[src/rtl/cnn_pkg.sv]
`default_nettype none
// ============================================================================
// Module   : cnn_pkg
// Brief    : Shared types and constants for the CNN frame sequencer.
// Revision : 1.0 - initial release
// ============================================================================
package cnn_pkg;

    localparam int DEF_NUM_LAYERS = 6;
    localparam int LYR_IDX_W      = 3;
    localparam int MAX_LAYERS     = 1 << LYR_IDX_W;
    localparam int FRM_CNT_W      = 8;

    typedef enum logic [2:0] {
        ST_IDLE  = 3'd0,
        ST_LSTRT = 3'd1,
        ST_LWAIT = 3'd2,
        ST_TX    = 3'd3,
        ST_TXW   = 3'd4,
        ST_ERR   = 3'd5
    } sched_st_t;

    function automatic logic [MAX_LAYERS-1:0] idx_onehot(input logic [LYR_IDX_W-1:0] idx);
        logic [MAX_LAYERS-1:0] v;
        v      = '0;
        v[idx] = 1'b1;
        return v;
    endfunction

endpackage
`default_nettype wire

[src/rtl/cnn_sched_if.sv]
`default_nettype none
// ============================================================================
// Module   : cnn_sched_if
// Brief    : Sequencer-to-pipeline handshake bundle (layers + UART).
// Revision : 1.0 - initial release
// ============================================================================
interface cnn_sched_if
    import cnn_pkg::*;
#(
    parameter int NUM_LAYERS = DEF_NUM_LAYERS
);

    logic                  strt;
    logic [NUM_LAYERS-1:0] lyr_done;
    logic                  tx_done;
    logic [NUM_LAYERS-1:0] lyr_strt;
    logic                  trmt;
    logic                  bsy;
    logic                  err;
    logic [LYR_IDX_W-1:0]  lyr_idx;
    logic [FRM_CNT_W-1:0]  frm_cnt;

    modport master (
        input  strt, lyr_done, tx_done,
        output lyr_strt, trmt, bsy, err, lyr_idx, frm_cnt
    );

    modport slave (
        output strt, lyr_done, tx_done,
        input  lyr_strt, trmt, bsy, err, lyr_idx, frm_cnt
    );

endinterface
`default_nettype wire

[src/rtl/wdog_cnt.sv]
`default_nettype none
// ============================================================================
// Module   : wdog_cnt
// Brief    : Per-step watchdog; flags the waiting cycle that reaches all-ones.
// Revision : 1.0 - initial release
// ============================================================================
module wdog_cnt #(
    parameter int TMO_W = 20
) (
    input  wire  clk,
    input  wire  rst_n,
    input  wire  clr,
    input  wire  en,
    output logic tmo
);

    logic [TMO_W-1:0] r_cnt;
    logic [TMO_W-1:0] w_cnt_inc;

    assign w_cnt_inc = r_cnt + TMO_W'(1);
    // tmo marks the enabled cycle whose increment lands on all-ones, i.e.
    // the (2^TMO_W-1)-th waiting cycle since the last clear.
    assign tmo       = en & (&w_cnt_inc);

    always_ff @(posedge clk) begin
        if (!rst_n || clr) begin
            r_cnt <= '0;
        end else if (en) begin
            r_cnt <= w_cnt_inc;
        end
    end

endmodule
`default_nettype wire

[src/rtl/cnn_sched.sv]
`default_nettype none
// ============================================================================
// Module   : cnn_sched
// Brief    : Frame sequencer: starts each CNN layer in turn, then the UART.
// Revision : 1.0 - initial release
// ============================================================================
module cnn_sched
    import cnn_pkg::*;
#(
    parameter int NUM_LAYERS = DEF_NUM_LAYERS,
    parameter int TMO_W      = 20
) (
    input  wire          clk,
    input  wire          rst_n,
    cnn_sched_if.master  io_sched
);

    localparam logic [LYR_IDX_W-1:0] LAST_IDX = LYR_IDX_W'(NUM_LAYERS - 1);

    sched_st_t             r_state;
    sched_st_t             w_state_nxt;
    logic [LYR_IDX_W-1:0]  r_lyr_idx;
    logic [LYR_IDX_W-1:0]  w_lyr_idx_nxt;
    logic [FRM_CNT_W-1:0]  r_frm_cnt;
    logic [FRM_CNT_W-1:0]  w_frm_cnt_nxt;
    logic [NUM_LAYERS-1:0] r_lyr_strt;
    logic [NUM_LAYERS-1:0] w_lyr_strt_nxt;
    logic                  r_trmt;
    logic                  r_bsy;
    logic                  r_err;
    logic                  w_trmt_nxt;
    logic                  w_bsy_nxt;
    logic                  w_err_nxt;
    logic [MAX_LAYERS-1:0] w_done_vec;
    logic                  w_done;
    logic                  w_tmo;
    logic                  w_wd_clr;
    logic                  w_wd_en;

    assign w_done_vec = MAX_LAYERS'(io_sched.lyr_done);
    // Only the current layer's completion counts; other bits are ignored.
    assign w_done     = |(w_done_vec & idx_onehot(r_lyr_idx));
    assign w_wd_clr   = (r_state == ST_LSTRT) || (r_state == ST_TX);
    assign w_wd_en    = (r_state == ST_LWAIT) || (r_state == ST_TXW);

    wdog_cnt #(
        .TMO_W (TMO_W)
    ) u_wdog (
        .clk   (clk),
        .rst_n (rst_n),
        .clr   (w_wd_clr),
        .en    (w_wd_en),
        .tmo   (w_tmo)
    );

    always_comb begin
        w_state_nxt   = r_state;
        w_lyr_idx_nxt = r_lyr_idx;
        w_frm_cnt_nxt = r_frm_cnt;
        case (r_state)
            ST_IDLE, ST_ERR: begin
                if (io_sched.strt) begin
                    w_state_nxt   = ST_LSTRT;
                    w_lyr_idx_nxt = '0;
                end
            end
            ST_LSTRT: w_state_nxt = ST_LWAIT;
            ST_LWAIT: begin
                // Completion takes priority over a coincident terminal count.
                if (w_done) begin
                    if (r_lyr_idx == LAST_IDX) begin
                        w_state_nxt = ST_TX;
                    end else begin
                        w_state_nxt   = ST_LSTRT;
                        w_lyr_idx_nxt = r_lyr_idx + LYR_IDX_W'(1);
                    end
                end else if (w_tmo) begin
                    w_state_nxt = ST_ERR;
                end
            end
            ST_TX: w_state_nxt = ST_TXW;
            ST_TXW: begin
                if (io_sched.tx_done) begin
                    w_state_nxt   = ST_IDLE;
                    w_frm_cnt_nxt = r_frm_cnt + FRM_CNT_W'(1);
                end else if (w_tmo) begin
                    w_state_nxt = ST_ERR;
                end
            end
            default: w_state_nxt = ST_IDLE;
        endcase
    end

    // Outputs are decoded from the next state so they line up with it.
    always_comb begin
        w_lyr_strt_nxt = '0;
        if (w_state_nxt == ST_LSTRT) begin
            for (int k = 0; k < NUM_LAYERS; k++) begin
                w_lyr_strt_nxt[k] = (w_lyr_idx_nxt == LYR_IDX_W'(k));
            end
        end
        w_trmt_nxt = (w_state_nxt == ST_TX);
        w_err_nxt  = (w_state_nxt == ST_ERR);
        w_bsy_nxt  = (w_state_nxt == ST_LSTRT) || (w_state_nxt == ST_LWAIT) ||
                     (w_state_nxt == ST_TX)    || (w_state_nxt == ST_TXW);
    end

    always_ff @(posedge clk) begin
        if (!rst_n) begin
            r_state    <= ST_IDLE;
            r_lyr_idx  <= '0;
            r_frm_cnt  <= '0;
            r_lyr_strt <= '0;
            r_trmt     <= 1'b0;
            r_bsy      <= 1'b0;
            r_err      <= 1'b0;
        end else begin
            r_state    <= w_state_nxt;
            r_lyr_idx  <= w_lyr_idx_nxt;
            r_frm_cnt  <= w_frm_cnt_nxt;
            r_lyr_strt <= w_lyr_strt_nxt;
            r_trmt     <= w_trmt_nxt;
            r_bsy      <= w_bsy_nxt;
            r_err      <= w_err_nxt;
        end
    end

    assign io_sched.lyr_strt = r_lyr_strt;
    assign io_sched.trmt     = r_trmt;
    assign io_sched.bsy      = r_bsy;
    assign io_sched.err      = r_err;
    assign io_sched.lyr_idx  = r_lyr_idx;
    assign io_sched.frm_cnt  = r_frm_cnt;

endmodule
`default_nettype wire

[src/flat_wrapper.sv]
// flat-port wrapper written by rule: the top's interface ports become plain ports
module cnn_sched_flat import cnn_pkg::*;
#(
    parameter int NUM_LAYERS = DEF_NUM_LAYERS,
    parameter int TMO_W      = 20
)
  (clk, rst_n, io_sched_strt, io_sched_lyr_done, io_sched_tx_done, io_sched_lyr_strt, io_sched_trmt, io_sched_bsy, io_sched_err, io_sched_lyr_idx, io_sched_frm_cnt);
  cnn_sched_if #(.NUM_LAYERS(NUM_LAYERS)) io_sched_i ();
  input  wire clk;
  input  wire rst_n;
  input wire logic [$bits(io_sched_i.strt)-1:0] io_sched_strt;
  input wire logic [$bits(io_sched_i.lyr_done)-1:0] io_sched_lyr_done;
  input wire logic [$bits(io_sched_i.tx_done)-1:0] io_sched_tx_done;
  output wire logic [$bits(io_sched_i.lyr_strt)-1:0] io_sched_lyr_strt;
  output wire logic [$bits(io_sched_i.trmt)-1:0] io_sched_trmt;
  output wire logic [$bits(io_sched_i.bsy)-1:0] io_sched_bsy;
  output wire logic [$bits(io_sched_i.err)-1:0] io_sched_err;
  output wire logic [$bits(io_sched_i.lyr_idx)-1:0] io_sched_lyr_idx;
  output wire logic [$bits(io_sched_i.frm_cnt)-1:0] io_sched_frm_cnt;
  assign io_sched_i.strt = io_sched_strt;
  assign io_sched_i.lyr_done = io_sched_lyr_done;
  assign io_sched_i.tx_done = io_sched_tx_done;
  assign io_sched_lyr_strt = io_sched_i.lyr_strt;
  assign io_sched_trmt = io_sched_i.trmt;
  assign io_sched_bsy = io_sched_i.bsy;
  assign io_sched_err = io_sched_i.err;
  assign io_sched_lyr_idx = io_sched_i.lyr_idx;
  assign io_sched_frm_cnt = io_sched_i.frm_cnt;
  cnn_sched #(.NUM_LAYERS(NUM_LAYERS), .TMO_W(TMO_W)) u_core (.clk(clk), .rst_n(rst_n), .io_sched(io_sched_i));
endmodule
[config.mk]
export PLATFORM = sky130hd
export DESIGN_NAME = cnn_sched_flat
export DESIGN_NICKNAME = d
export VERILOG_FILES = /design/src/rtl/cnn_pkg.sv /design/src/rtl/cnn_sched_if.sv /design/src/rtl/wdog_cnt.sv /design/src/rtl/cnn_sched.sv /design/src/flat_wrapper.sv
export SDC_FILE = /design/constraint.sdc
export NUM_CORES = 1
export LEC_CHECK = 0
export ABC_AREA = 1
export CAP_MARGIN = 30
export CORE_MARGIN = 4
export CORE_UTILIZATION = 48
export CTS_BUF_LIST = sky130_fd_sc_hd__clkbuf_16
export CTS_CLUSTER_SIZE = 25
export DETAILED_ROUTE_END_ITERATION = 10
export PLACE_DENSITY_LB_ADDON = 0.1
export SLEW_MARGIN = 10
export SYNTH_ARGS = -nofsm -noshare
export SYNTH_HDL_FRONTEND = slang
export SYNTH_SLANG_ARGS = --single-unit
[constraint.sdc]
create_clock -name clk -period 2.14 [get_ports clk]
set_input_delay 0.321 -clock clk [delete_from_list [all_inputs] [get_ports clk]]
set_output_delay 0.321 -clock clk [all_outputs]
set_load 0.02 [all_outputs]
==> summary.txt <==
Setup path
  • WP data required: about 2300 ps
  • CP Launch Type: flip-flop
  • Crit Path Class: reg -> reg
  • Slowest CP cell: dfxtp_2
  • Critical path data arrival time: roughly 2300 ps
  • Critical path fanouts, max: 7
  • Crit. End Element: flip-flop
  • Worst path bufs/invs: 4
  • CP cell instances: buf_6 -> clkinvlp_4 -> nor2_4 -> nand3_2 -> nor2_2 -> nand3b_1 -> nand2_1 -> nand2_1 -> nor2_2 -> nand2_2 -> a21oi_4 -> buf_4 -> buf_6 -> nor2_1
  • Critical path's largest stage delay: around 360 ps
  • Largest delay contributor family on the critical path: simple AND/OR/NAND/NOR gates

STA
  • Setup Skew: 4.07 ps
  • Final period util: around 100%
  • Slew headroom: between 70% and 80%
  • # setup viols final: 0
  • Max-slew violations: 0
  • Worst hold margin: ~510 ps
  • Tmin final: 2140 ps
  • Setup TNS: 0 ps
  • Fin. Hold Viols: 0
  • Unrepaired setup endpoints after global routing: true
  • Slew @ Worst Pin: around 340 ps
  • Fmax: roughly 470 MHz
  • Post-route setup slack: between 4 and 5 ps

Logic synthesis
  • Sequential share of the synthesized area: a little over a third
  • Syn nets: around 390
  • Largest family of logic cells by synthesized area: simple AND/OR/NAND/NOR gates
  • Synth Area per Inst: around 6.6 sq um
  • Post-synthesis register bit count: 43
  • Synth Area in Compound Gates: approximately 15%
  • Synth Area in XOR/XNOR: 0.717%
  • Post-Syn Area: around 2400 sq um
  • Synth warn: 0
  • Post-synthesis adder-cell area fraction: between 2 and 3%
  • Synth Area in Simple Gates: between 30% and 40%
  • Synth unique cells: 31
  • Cells after Synth: 371
  • Multiplexer area fraction after synthesis: 0%

Clock tree
  • Clock net sink count: 43
  • Max clock buf depth: 2
  • H-tree lvl count: 2
  • Hold buffer count at CTS: 0
  • Num CTS Buffers: 5
  • CTS tree: yes
  • Clock slew at reported path FFs: around 60 ps
  • CTS root buf: clkbuf_16
  • Clk_lat worst skew: 290 ps

Global routing
  • Vias in the first global route: ~2300
  • Largest net degree at the start of global routing: 34
  • Overflow after GRT: 0
  • First-pass GRT wire length: just over 10000 microns
  • Total track usage: about 20%
  • Initial antenna violation count: 0

Detailed routing
  • Remaining antenna violation count: 0
  • 1st-pass router iterations: 4
  • Initial drt markers: 86
  • Final wirelength: roughly 5700 microns
  • Vias: around 2400
  • Vias per inst: about 5.0
  • Drt drc: 0
  • DR WL/cell: around 12 microns

Place
  • Setup WS pre-CTS: -79.0 ps
  • Placer congestion estimate: 0.829
  • Dpl cells: 474
  • Port bufs: 29
  • Placed Instance Area: between 2000 and 3000 sq um
  • Detail Placement HPWL: 4220 microns

Floorplanning
  • CORE AREA: 4820 sq um
  • Initial Util: between 50 and 60%
  • Io pins: 30
  • FP Rows: 25
  • Die Ht: 79.3 microns
  • Die W: 79.3 microns
  • Die footprint: roughly 6300 sq um

Run
  • Max cap viols: 0

Finish
  • Final Util: between 60% and 70%
  • # diodes: 0
  • Most frequent cells in the layout: nand2_1, inv_1, nor2_1
  • Commonest non-fill, non-tap cell in the layout: nand2_1
  • Area growth syn-to-layout: 27.8%
  • Layout Cells excl Fill: around 490
  • Finished Cell Area: 3120 sq um
  • Fraction of layout cells with a size suffix above 1: about 16%
  • Nets: between 400 and 500

Outcome
  • Outcome: completed

Min path
  • Worst Hold Class: reg -> reg

Power and ir drop
  • PD cells: approximately 650 nW/um^2
  • Static Leak: roughly 1.3 nW
  • Peak supply drop: 0.000421 V
  • Total Power: around 2.0 mW
-- layout make-up --
type                       count  area, sq um
fill                         465         1700
multi-input combinational    268         1390
sequential                    43          867
timing repair buffer          46          425
inverter                      55          210
clock buffer                   5          125
tap                           67         83.8
clock inverter                 3         20.0
-- Yosys cell counts --
library cell / number / area [sq um]
nand2_2: 8 / 50.1
o211ai_1: 8 / 60.1
nor3b_1: 1 / 7.51
nor3_1: 4 / 20.0
nor2_4: 3 / 33.8
nand2_1: 91 / 342
nor4_1: 1 / 6.26
nor2_2: 11 / 68.8
clkbuf_1: 5 / 18.8
nand3b_1: 1 / 7.51
and3_1: 1 / 6.26
inv_1: 53 / 199
or2_2: 1 / 6.26
o22ai_1: 1 / 6.26
a31oi_1: 4 / 25.0
o21ai_0: 26 / 130
xor2_1: 1 / 8.76
a21oi_4: 1 / 16.3
xnor2_1: 1 / 8.76
nor3_2: 2 / 20.0
nor2_1: 43 / 161
ha_1: 5 / 62.6
and2_1: 1 / 6.26
clkinv_1: 2 / 7.51
nand4_1: 6 / 37.5
nand3_2: 4 / 40.0
o21a_1: 2 / 15.0
nand3_1: 20 / 100
o21bai_1: 2 / 15.0
a21oi_1: 19 / 95.1
dfxtp_1: 43 / 861
-- worst reg2reg max path: cells and delay by family, from the launching register on --
kind / cells / cell delay, ps
buffers and inverters: 4 / 440
and+or+nand+nor: 9 / 1050
DFF: 1 / 360
AOI/OAI and AO/OA: 1 / 170
-- timing repair --
item | 4_1_cts | 5_1_grt
gates resized for setup | 0 | 19
setup endpoints to repair | 0 | 12
setup buffers | 0 | 5
-- cell families after synthesis --
logic type	after synthesis
adders and majority gates	5
and+or+nand+nor	198
xor gates and xnor gates	2
buffers and inverters	60
AOI/OAI and AO/OA	63
DFF	43
-- flip-flops by register name, summed over array words and instances, names as in the netlist --
| signal | flops |
|---|---|
| u_core.u_wdog.r_cnt | 20 |
| u_core.io_sched.trmt | 1 |
| u_core.io_sched.lyr_idx | 3 |
| u_core.io_sched.bsy | 1 |
| u_core.io_sched.lyr_strt | 6 |
| u_core.io_sched.err | 1 |
| u_core.io_sched.frm_cnt | 8 |
| u_core.r_state | 3 |
-- power breakdown --
part           total [mW]  internal (mW)  switching (mW)
clock               0.764          0.431           0.333
sequential          0.903          0.853          0.0505
combinational       0.360          0.149           0.211
total                2.03           1.43           0.595
-- final timing paths --
| path | from | end | slack, ps | cells past startpoint |
|---|---|---|---|---|
| max | u_core.u_wdog.r_cnt[0] | u_core.r_state[1] | 4 | 14 |
| max reg2reg | u_core.u_wdog.r_cnt[0] | u_core.r_state[1] | 4 | 14 |
| min | u_core.io_sched.frm_cnt[1] | u_core.io_sched.frm_cnt[1] | 510 | 2 |
| min reg2reg | u_core.io_sched.frm_cnt[1] | u_core.io_sched.frm_cnt[1] | 510 | 2 |
-- metal layers --
layer	up-vias	track usage, %	part of all wire (%)
li1	1300	-	-
met1	1092	24.4	46
met2	31	34.3	49
met3	18	4.42	2.8
met4	0	7.04	2.3
met5	-	0	0
Note: power is estimated with default switching activity, not from simulation.
